<file path="config.mk">
export PLATFORM = sky130hd
export DESIGN_NAME = interface_response_router_flat
export DESIGN_NICKNAME = d
export VERILOG_FILES = /design/src/rtl/interface_response_router_if.sv /design/src/rtl/interface_response_router.sv /design/src/flat_wrapper.sv
export SDC_FILE = /design/constraint.sdc
export NUM_CORES = 1
export LEC_CHECK = 0
export ABC_AREA = 1
export CAP_MARGIN = 20
export CORE_UTILIZATION = 48
export CTS_CLUSTER_DIAMETER = 150
export DETAILED_ROUTE_END_ITERATION = 12
export GPL_ROUTABILITY_DRIVEN = 0
export GPL_TIMING_DRIVEN = 0
export HOLD_SLACK_MARGIN = 0.12
export MAX_ROUTING_LAYER = met4
export PLACE_DENSITY = 0.84
export SLEW_MARGIN = 20
export SYNTH_ARGS = -nofsm -noshare
export SYNTH_HDL_FRONTEND = slang
export SYNTH_SLANG_ARGS = --single-unit
export TNS_END_PERCENT = 10
</file>
<file path="constraint.sdc">
create_clock -name clk_i -period 3.7 [get_ports clk_i]
set_clock_uncertainty 0.1 [all_clocks]
set_input_delay 1.11 -clock clk_i [delete_from_list [all_inputs] [get_ports clk_i]]
set_output_delay 1.11 -clock clk_i [all_outputs]
set_load 0.01 [all_outputs]
</file>
<file path="src/rtl/interface_response_router_if.sv">
// Bundle of request-tracking and response-routing signals between the shared port,
// the router and the per-master adapters.
interface interface_response_router_if #(
   parameter int IN_COUNT   = 2,
   parameter int DATA_WIDTH = 32,
   parameter int DEPTH      = 4
);
   localparam int SW = $clog2(IN_COUNT) + 1;
   localparam int CW = $clog2(DEPTH) + 1;

   logic                  req_accept_i;
   logic [SW-1:0]         req_sel_i;
   logic                  req_stall_o;
   logic                  rsp_valid_i;
   logic [DATA_WIDTH-1:0] rsp_data_i;
   logic                  rsp_ready_o;
   logic [IN_COUNT-1:0]   rsp_valid_o;
   logic [DATA_WIDTH-1:0] rsp_data_o;
   logic [IN_COUNT-1:0]   rsp_ready_i;
   logic [CW-1:0]         outstanding_o;
   logic                  err_o;

   // Router side.
   modport slave (
      input  req_accept_i, req_sel_i, rsp_valid_i, rsp_data_i, rsp_ready_i,
      output req_stall_o, rsp_ready_o, rsp_valid_o, rsp_data_o, outstanding_o, err_o
   );

   // Environment side: arbiter, shared slave and master adapters.
   modport master (
      output req_accept_i, req_sel_i, rsp_valid_i, rsp_data_i, rsp_ready_i,
      input  req_stall_o, rsp_ready_o, rsp_valid_o, rsp_data_o, outstanding_o, err_o
   );
endinterface

</file>
<file path="src/rtl/interface_response_router.sv">
// Records granted master indices in issue order and routes in-order shared-slave
// responses back to their owners through a one-entry registered output stage.
module interface_response_router #(
   parameter int IN_COUNT   = 2,
   parameter int DATA_WIDTH = 32,
   parameter int DEPTH      = 4
) (
   input logic                         clk_i,
   input logic                         reset_i,
   interface_response_router_if.slave  bus
);
   localparam int SW = $clog2(IN_COUNT) + 1;
   localparam int PW = $clog2(DEPTH);
   localparam int CW = PW + 1;

   logic [SW-1:0]         id_mem_q [DEPTH];
   logic [PW-1:0]         wr_q, wr_d, rd_q, rd_d;
   logic [CW-1:0]         count_q, count_d;
   logic                  out_full_q, out_full_d;
   logic [SW-1:0]         out_dst_q, out_dst_d;
   logic [DATA_WIDTH-1:0] out_data_q, out_data_d;
   logic                  err_q, err_d;

   logic          full, push, pop, load, out_fire, rsp_acc;
   logic [SW-1:0] head;

   assign full    = (count_q == CW'(DEPTH));
   assign push    = bus.req_accept_i && !full;
   assign head    = id_mem_q[rd_q];
   assign rsp_acc = bus.rsp_valid_i && bus.rsp_ready_o;
   assign pop     = rsp_acc && (count_q != '0);
   assign load    = pop && (head < SW'(IN_COUNT));

   // Only the destination's ready bit matters; the others are ignored.
   always_comb begin
      // NOTE: every always_comb output gets a default first so no path leaves it unassigned (no latch).
      out_fire = 1'b0;
      for (int k = 0; k < IN_COUNT; k++) begin
         if (out_dst_q == SW'(k) && bus.rsp_ready_i[k]) out_fire = out_full_q;
      end
   end

   always_comb begin
      wr_d       = wr_q;
      rd_d       = rd_q;
      count_d    = count_q;
      out_full_d = out_full_q;
      out_dst_d  = out_dst_q;
      out_data_d = out_data_q;
      err_d      = err_q;

      if (push) wr_d = wr_q + PW'(1);
      if (pop)  rd_d = rd_q + PW'(1);

      case ({push, pop})
         2'b10:   count_d = count_q + CW'(1);
         2'b01:   count_d = count_q - CW'(1);
         default: count_d = count_q;
      endcase

      if (load) begin
         out_full_d = 1'b1;
         out_dst_d  = head;
         out_data_d = bus.rsp_data_i;
      end else if (out_fire) begin
         out_full_d = 1'b0;
      end

      // Overflowing push, undeliverable index and response with nothing pending.
      if ((bus.req_accept_i && full) || (pop && !load) || (rsp_acc && count_q == '0))
         err_d = 1'b1;
   end

   always_ff @(posedge clk_i) begin
      // NOTE: sequential state uses non-blocking assignments so all flops update together.
      if (reset_i) begin
         wr_q       <= '0;
         rd_q       <= '0;
         count_q    <= '0;
         out_full_q <= 1'b0;
         out_dst_q  <= '0;
         out_data_q <= '0;
         err_q      <= 1'b0;
      end else begin
         wr_q       <= wr_d;
         rd_q       <= rd_d;
         count_q    <= count_d;
         out_full_q <= out_full_d;
         out_dst_q  <= out_dst_d;
         out_data_q <= out_data_d;
         err_q      <= err_d;
      end
   end

   // NOTE: the ID storage is not reset; the pointers and count alone define which entries are live.
   always_ff @(posedge clk_i) begin
      if (push) id_mem_q[wr_q] <= bus.req_sel_i;
   end

   always_comb begin
      bus.rsp_valid_o = '0;
      for (int k = 0; k < IN_COUNT; k++) begin
         bus.rsp_valid_o[k] = out_full_q && (out_dst_q == SW'(k));
      end
   end

   assign bus.req_stall_o   = full;
   assign bus.rsp_ready_o   = !out_full_q || out_fire;
   assign bus.rsp_data_o    = out_data_q;
   assign bus.outstanding_o = count_q;
   assign bus.err_o         = err_q;
endmodule
</file>
<file path="src/flat_wrapper.sv">
// flat-port wrapper written by rule: the top's interface ports become plain ports
module interface_response_router_flat 
#(
   parameter int IN_COUNT   = 2,
   parameter int DATA_WIDTH = 32,
   parameter int DEPTH      = 4
)
  (clk_i, reset_i, bus_req_accept_i, bus_req_sel_i, bus_rsp_valid_i, bus_rsp_data_i, bus_rsp_ready_i, bus_req_stall_o, bus_rsp_ready_o, bus_rsp_valid_o, bus_rsp_data_o, bus_outstanding_o, bus_err_o);
  interface_response_router_if #(.IN_COUNT(IN_COUNT), .DATA_WIDTH(DATA_WIDTH), .DEPTH(DEPTH)) bus_i ();
  input logic clk_i;
  input logic reset_i;
  input wire logic [$bits(bus_i.req_accept_i)-1:0] bus_req_accept_i;
  input wire logic [$bits(bus_i.req_sel_i)-1:0] bus_req_sel_i;
  input wire logic [$bits(bus_i.rsp_valid_i)-1:0] bus_rsp_valid_i;
  input wire logic [$bits(bus_i.rsp_data_i)-1:0] bus_rsp_data_i;
  input wire logic [$bits(bus_i.rsp_ready_i)-1:0] bus_rsp_ready_i;
  output wire logic [$bits(bus_i.req_stall_o)-1:0] bus_req_stall_o;
  output wire logic [$bits(bus_i.rsp_ready_o)-1:0] bus_rsp_ready_o;
  output wire logic [$bits(bus_i.rsp_valid_o)-1:0] bus_rsp_valid_o;
  output wire logic [$bits(bus_i.rsp_data_o)-1:0] bus_rsp_data_o;
  output wire logic [$bits(bus_i.outstanding_o)-1:0] bus_outstanding_o;
  output wire logic [$bits(bus_i.err_o)-1:0] bus_err_o;
  assign bus_i.req_accept_i = bus_req_accept_i;
  assign bus_i.req_sel_i = bus_req_sel_i;
  assign bus_i.rsp_valid_i = bus_rsp_valid_i;
  assign bus_i.rsp_data_i = bus_rsp_data_i;
  assign bus_i.rsp_ready_i = bus_rsp_ready_i;
  assign bus_req_stall_o = bus_i.req_stall_o;
  assign bus_rsp_ready_o = bus_i.rsp_ready_o;
  assign bus_rsp_valid_o = bus_i.rsp_valid_o;
  assign bus_rsp_data_o = bus_i.rsp_data_o;
  assign bus_outstanding_o = bus_i.outstanding_o;
  assign bus_err_o = bus_i.err_o;
  interface_response_router #(.IN_COUNT(IN_COUNT), .DATA_WIDTH(DATA_WIDTH), .DEPTH(DEPTH)) u_core (.clk_i(clk_i), .reset_i(reset_i), .bus(bus_i));
endmodule
</file>
# After elaboration in Yosys (flattened, before gate mapping)
# Memory sizes are Yosys's and may differ from the RTL's. A register that Yosys moved wholly into a read port is not among the register bits.
# Cells that the tools add are included.
# W data, S select, Z words.
# totals
romBits,0
output_inout_bits,40
latchBits,0
mem_count,1
register_bits,43
ram_bits,8
elab_cells,48
# mem_list
name,words,word_bits,read_ports,rd_clocked_by_memory_dff,wr,line,rtl
u_core.id_mem_q,4,2,1,1,1,interface_response_router.sv:16,logic [SW-1:0] id_mem_q [DEPTH];
# classes
n_shift,0
div_mod_pow,0
n_mux,9
n_bitwise,0
addsub,4
magnitude_cmp,1
n_eq_ne,4
reduce_logical,22
n_mul,0
# ops
op,count
$logic_and A1 B1 Y1,11
$mux W1,6
$pmux W3 S2,1
$add A2 B1 Y2 const B,2
$eq A2 B1 Y1 const B,2
$mux W2,2
$reduce_bool A2 Y1,2
$add A3 B1 Y3 const B,1
$eq A3 B3 Y1 const B,1
$logic_not A1 Y1,3
$logic_not A3 Y1,1
$logic_or A1 B1 Y1,3
$reduce_bool A3 Y1,1
$sub A3 B1 Y3 const B,1
$eq A2 B2 Y1 const B,1
$logic_not A2 Y1,1
$lt A2 B2 Y1 const B,1

# Longest topological paths before layout
# Gate-level depths: netlist of the first run.
# depth
depth_word,12
depth_mapped,12
depth_no_buf,12

# Least setup slack after synthesis of the first run
# Ideal clock, no wire load.
# synth_timing
path_kind,input port to flip-flop
from,input port bus_rsp_ready_i[1]
to,"register u_core.count_q[2], in the netlist u_core.bus.outstanding_o[2]"
n_path_buf,0
path_stages,11
setup_time_ns,0.122
path_slack_ns,0.986
arrival_ns,2.492
t_required_ns,3.478
path_cell_list,nand3_2 -> nand3_4 -> nand3_1 -> inv_1 -> ha_1 -> inv_1 -> fa_1 -> a21oi_1 -> o21ai_0 -> o21ai_0 -> a21oi_1
# synth_via
elab_chain_len,7
word_cells_on_any_way,9
# synth_lines
element,line,rtl
"start, declared",flat_wrapper.sv:16,input wire logic [$bits(bus_i.rsp_ready_i)-1:0] bus_rsp_ready_i;
$logic_and A1 B1 Y1 (*),interface_response_router.sv:39,if (out_dst_q == SW'(k) && bus.rsp_ready_i[k]) out_fire = out_full_q;
$mux W1 (*),interface_response_router.sv:39,
$logic_or A1 B1 Y1 (*),interface_response_router.sv:108,assign bus.rsp_ready_o = !out_full_q || out_fire;
via bus_rsp_ready_o,flat_wrapper.sv:18,output wire logic [$bits(bus_i.rsp_ready_o)-1:0] bus_rsp_ready_o;
$logic_and A1 B1 Y1 (*),interface_response_router.sv:30,assign rsp_acc = bus.rsp_valid_i && bus.rsp_ready_o;
$logic_and A1 B1 Y1 (*),interface_response_router.sv:31,assign pop = rsp_acc && (count_q != '0);
$eq A2 B1 Y1 or $eq A2 B2 Y1 (tied branches),interface_response_router.sv:55,"case ({push, pop})"
$pmux W3 S2 or $reduce_bool A2 Y1 (tied branches),--,
"end signal, assigned",interface_response_router.sv:87,count_q <= count_d;
"end, declared",interface_response_router.sv:18,"logic [CW-1:0] count_q, count_d;"
# The timed path passes the listed nets; every way through them passes the cells marked *.
# A chain may end at the register's enable or synchronous reset.

# Worst setup path in the final report of the first run
# layout_timing
from,input port bus_rsp_ready_i[1]
to,output port bus_rsp_ready_o
# layout_via
elab_chain_len,3
# layout_lines
element,line
$logic_and A1 B1 Y1,interface_response_router.sv:39
$mux W1,interface_response_router.sv:39
$logic_or A1 B1 Y1,interface_response_router.sv:108
"end, declared",flat_wrapper.sv:18
# Every way passes these cells.

==> results of run 1 <==
## state kept, by name, indices dropped and copies added (netlist names), named ones only
| signal | cells |
|---|---|
| u_core.bus.outstanding_o | 3 |
| u_core.out_full_q | 1 |
| u_core.wr_q | 2 |
| u_core.id_mem_q | 8 |
| u_core.bus.rsp_data_o | 32 |
| u_core.out_dst_q | 2 |
| u_core.rd_q | 2 |
| u_core.bus.err_o | 1 |
## area by class of cell
| class | count | share of cell area |
|---|---|---|
| Inverter | 51 | 0.05944 |
| Buffer | 11 | 0.02137 |
| Sequential cell | 53 | 0.3543 |
| Timing Repair Buffer | 79 | 0.2455 |
| Tap cell | 52 | 0.02020 |
| Clock inverter | 1 | 0.001554 |
| Clock buffer | 7 | 0.02370 |
| Multi-Input combinational cell | 193 | 0.2739 |
## cells by family after synthesis
logic type	count (synthesis)
AOI/OAI and AO/OA	21
adders and majority gates	6
buffers and inverters	62
DFF	53
and+or+nand+nor	165
xor gates and xnor gates	1
## routing by layer
| metal | global-route usage | vias to the layer above | wire, µm |
|---|---|---|---|
| li1 | - | 1083 | - |
| met1 | 0.2491 | 899 | 2096 |
| met2 | 0.3932 | 50 | 2599 |
| met3 | 0.04701 | 14 | 240 |
| met4 | 0.1200 | 0 | 146 |
| met5 | - | - | 0 |
## synthesized netlist by cell type
| library cell | n |
|---|---|
| dfxtp_1 | 45 |
| xor2_1 | 1 |
| ha_1 | 5 |
| inv_2 | 1 |
| nor3_1 | 2 |
| nor2_2 | 10 |
| buf_6 | 3 |
| o22ai_1 | 1 |
| nand4_2 | 1 |
| clkbuf_1 | 4 |
| nand3_1 | 5 |
| edfxtp_1 | 8 |
| a21o_1 | 1 |
| fa_1 | 1 |
| a21oi_1 | 11 |
| o21ai_0 | 8 |
| nor2_1 | 68 |
| nand3_4 | 1 |
| nand3_2 | 1 |
| buf_2 | 4 |
| inv_1 | 50 |
| nand2_1 | 77 |
## per-stage QoR
| stage | hold slack (ns) | total power (W) | area (µm²) | utilization |
|---|---|---|---|---|
| after detailed placement | 0.3832 | 0.001751 | 3139 | 0.7016 |
| after global routing | 0.4186 | 0.002229 | 3221 | 0.7198 |
| after global placement | 0.3763 | 0.001715 | 3139 | 0.7016 |
| after floorplan | 0.3553 | 0.001342 | 2283 | - |
| after CTS | 0.3969 | 0.002070 | 3221 | 0.7198 |
| final | 0.3970 | 0.002053 | 3221 | 0.7198 |
## power by group
group          leakage, nW  internal (W)  switching [W]
clock network       0.0422      0.000133       0.000184
registers            0.441      0.000736      0.0000836
logic                 1.01      0.000439       0.000477
total                 1.49       0.00131       0.000744
## critical path, cell delays in order
cell and delay, ns:
clkdlybuf4s50_1 0.47, nand3_2 0.09, nand3_4 0.11, clkdlybuf4s50_1 0.54
## worst max-delay path by stage
stage / from / to / slack [ns] / depth (start not counted)
final: bus_rsp_ready_i[1] / bus_rsp_ready_o / 0.16 / 4
after global routing: bus_rsp_ready_i[1] / bus_rsp_ready_o / 0.10 / 4
after CTS: bus_rsp_ready_i[1] / bus_rsp_ready_o / 0.15 / 4
after detailed placement: bus_rsp_ready_i[1] / bus_rsp_ready_o / 0.15 / 4
after global placement: bus_rsp_ready_i[1] / bus_rsp_ready_o / 0.16 / 4
after floorplan: bus_rsp_ready_i[1] / u_core.bus.outstanding_o[2] / 0.99 / 11
==> out/qor.yml, run 1 <==
dpl.cell_count: 439
viasPerCell: 4.577
clkSlewWorstSetupHoldPaths_ns: 0.09
vias: 2046
place_ws_ns: 0.1496
p_leak_nw: 1.493
cts_setup_buffers: 0
grt_start_max_net_pins: 16
die_y_um: 70.97
grt_first_pass_wirelength_um: 8631
hp-start: "u_core.rd_q[1]"
ys_warn_count: 0
yosysTopAreaCellShare: 0.3945
worst_pin_slew_ns: 0.4531
ff2ff_path_depth: 12
antenna_found_initial: 0
ys_seq_elements: 53
arrival_ns: 2.33
yosysTopAreaCell: "dfxtp_1"
final_cells: 447
hp-class: "reg2reg"
setup_viol_count_final: 0
synth_top_family_by_area: "simple AND/OR/NAND/NOR gates"
most-common-layout-cells: "clkdlybuf4s50_1, nand2_1, nor2_1, inv_1, dfxtp_1"
core_um2: 4474
grt_pass1_vias: 2044
synth-compound-area-share: 0.04767
ff2ff_setup_slack_ns: 1.44
synth_nets: 354
cellPowerDensity_nw_per_um2: 637.4
hold_viol_final: 0
clk_latency_ns: 0.31
status: "finished clean"
clk_path_buf_depth: 2
antenna_cells: 0
ir_drop_uv: 383.7
grt_use_total: 0.2287
drtAntennaViolNets: 0
ys_seq_area_frac: 0.4997
fin_nets: 440
clock_sinks: 53
portBuffers: 79
crit_fanout: 5
drtPass1Iterations: 6
drt_wl_total_um: 5083
rows: 24
io_pins: 80
whs_path_depth: 2
cp-end-kind: "output pin"
syn2layout_area_growth_pct: 41.04
cap_violations: 0
synthMuxAreaShare: 0
netlist_instances: 308
drive_gt1_frac: 0.06835
grt_overflow: 0
avgSynthCellArea_um2: 7.414
synthTopCellsByArea: "dfxtp_1, nand2_1, nor2_1"
final_max_slew_viol_count: 0
rsz0062_at_grt: "no"
period_needed_ns: 3.541
cts_tree: "done"
cp-start-kind: "input pin"
synth_fa_ha_area_frac: 0.03616
drt-wirelength-per-cell_um: 11.37
nFillCells: 363
cts_root_buffer: "clkbuf_8"
fin_setup_tns_ns: 0
die_area_um2: 5037
cts_buffers: 5
max_freq_ghz: 0.2824
final_common_cell: "clkdlybuf4s50_1"
drc: 0
regArea_um2: 1141
worstSetupPathType: "in2out"
start_util: 0.5103
period_share: 0.9571
cts_hold_buffers: 0
multiInputGateArea_um2: 882.1
synthSimpleGateAreaFrac: 0.2986
ctsHtreeMaxLevel: 2
synth-xor-area-share: 0.003836
r2r_start: "u_core.out_dst_q[0]"
hpwl_um: 3803
crit_required_ns: 2.49
worst_slack_ns: 0.1586
die_x_um: 70.97
syn_area_um2: 2283
max-slew-margin-rel: 0.6979
cts.repair.resized: 0
ys_types: 22
r2r_end: "u_core.bus.outstanding_o[2]"
drt_iter0_drc: 125
(Power assumes the default switching activity.)
==> run 2, diff against run 1 <==
SKIP_LAST_GASP = 1   (was default)
==> results of run 2 <==
Final layout, timing and power as in run 1 (identical DEF).
==> run 3, diff against run 2 <==
CELL_PAD_IN_SITES_DETAIL_PLACEMENT = 1   (was default)
CELL_PAD_IN_SITES_GLOBAL_PLACEMENT = 1   (was default)
CORE_MARGIN = 5   (was default)
CORE_UTILIZATION = 34   (was 48)
PLACE_DENSITY = default   (was 0.84)
PLACE_DENSITY_LB_ADDON = 0.1   (was default)
==> out/qor.yml, run 3 (same netlist as run 1, synthesis figures left out) <==
drc: 0
cap_violations: 0
setup_viol_count_final: 0
start_util: 0.3535
grt_overflow: 0
cp-end-kind: "output pin"
cts_hold_buffers: 0
clkSlewWorstSetupHoldPaths_ns: 0.10
grt_start_max_net_pins: 17
die_x_um: 91.95
rsz0062_at_grt: "no"
place_ws_ns: 0.1255
drt_iter0_drc: 32
crit_path_cell_trace: "clkdlybuf4s50_1 > nand3_2 > nand3_4 > clkdlybuf4s50_1"
crit_required_ns: 2.49
drive_gt1_frac: 0.07089
grt_use_total: 0.1483
vias: 2084
worst_path_largest_cell_delay_ns: 0.55
nFillCells: 838
die_y_um: 91.95
ir_drop_uv: 227.0
p_leak_nw: 1.496
clk_latency_ns: 0.30
cts_setup_buffers: 0
hp-class: "reg2reg"
grt_first_pass_wirelength_um: 9936
worstSetupPathType: "in2out"
ctsHtreeMaxLevel: 2
clk_path_buf_depth: 2
syn2layout_area_growth_pct: 42.96
io_pins: 80
cts_buffers: 5
final_max_slew_viol_count: 0
worst_pin_slew_ns: 0.4429
hpwl_um: 4542
crit_slowest_cell: "clkdlybuf4s50_1"
crit_fanout: 5
arrival_ns: 2.36
antenna_cells: 0
hold_viol_final: 0
worst_slack_ns: 0.1342
fin_setup_tns_ns: 0
max-slew-margin-rel: 0.7047
cts_root_buffer: "clkbuf_8"
largest_reg_flops: 32
die_area_um2: 8455
max_freq_ghz: 0.2804
status: "finished clean"
drtAntennaViolNets: 0
drt-wirelength-per-cell_um: 12.32
clock_sinks: 53
post-route-util: 0.5054
rows: 29
cp-start-kind: "input pin"
cellPowerDensity_nw_per_um2: 637.5
drtPass1Iterations: 4
period_needed_ns: 3.566
period_share: 0.9637
antenna_found_initial: 0
final_common_cell: "clkdlybuf4s50_1"
most-common-layout-cells: "clkdlybuf4s50_1, nand2_1, nor2_1, inv_1, dfxtp_1"
fin_nets: 440
viasPerCell: 4.415
cts.repair.resized: 0
grt_pass1_vias: 2155
crit_top_cell: "clkdlybuf4s50_1"
cts_tree: "done"
drt_wl_total_um: 5816
portBuffers: 79
core_um2: 6459
==> run 3: cell types whose count changed in the layout (fill, tap and decap cells not counted) <==
cell and delta:
clkbuf_8 +1, clkinvlp_4 +1, clkbuf_1 -1, clkinv_2 -1
==> run 3: where the power goes <==
part | internal [W] | switching, W | total [W]
combinational | 0.000438 | 0.000483 | 0.000920
sequential | 0.000736 | 0.0000833 | 0.000819
clock | 0.000153 | 0.000189 | 0.000342
total | 0.00133 | 0.000755 | 0.00208
==> run 3: area by class of cell <==
cell class	instances	area (µm²)	area share
clock buffer	7	86.33	0.02645
tap	77	96.34	0.02951
inverter	51	191.4	0.05864
buffer	11	68.82	0.02108
multi-input combinational	193	882.1	0.2702
timing repair buffer	79	790.8	0.2422
sequential	53	1141	0.3496
clock inverter	1	7.507	0.002300
==> run 3: worst paths after layout <==
kind | startpoint | end | slack (ns) | cells past startpoint
setup / recovery | bus_rsp_ready_i[1] | bus_rsp_ready_o | 0.13 | 4
hold / removal | u_core.out_dst_q[1] | u_core.out_dst_q[1] | 0.39 | 2
setup reg to reg | u_core.out_dst_q[0] | u_core.bus.outstanding_o[2] | 1.46 | 12
hold reg to reg | u_core.out_dst_q[1] | u_core.out_dst_q[1] | 0.39 | 2
==> run 3: metrics by stage <==
stage	hold slack [ns]	std cells	area, µm²	total power [W]
final	0.3933	472	3264	0.002081
after global routing	0.4502	472	3264	0.002273
after CTS	0.3989	472	3264	0.002126
after detailed placement	0.3827	464	3171	0.001772
after global placement	0.3751	464	3171	0.001742
after floorplan	0.3553	308	2283	0.001342
==> run 3: critical path, delay by kind of cell <==
family / cells / cell delay [ns]
buffers and inverters: 2 / 1.03
and+or+nand+nor: 2 / 0.22
==> run 3: routing by layer <==
layer  wire, µm  part of all wire  global-route usage  vias to the layer above
li1           -                 -                   -                     1081
met3        363             0.062             0.04746                        7
met5          0                 0                   -                        -
met1       2697              0.46              0.1786                      945
met4         67             0.012             0.03713                        0
met2       2688              0.46              0.2415                       51
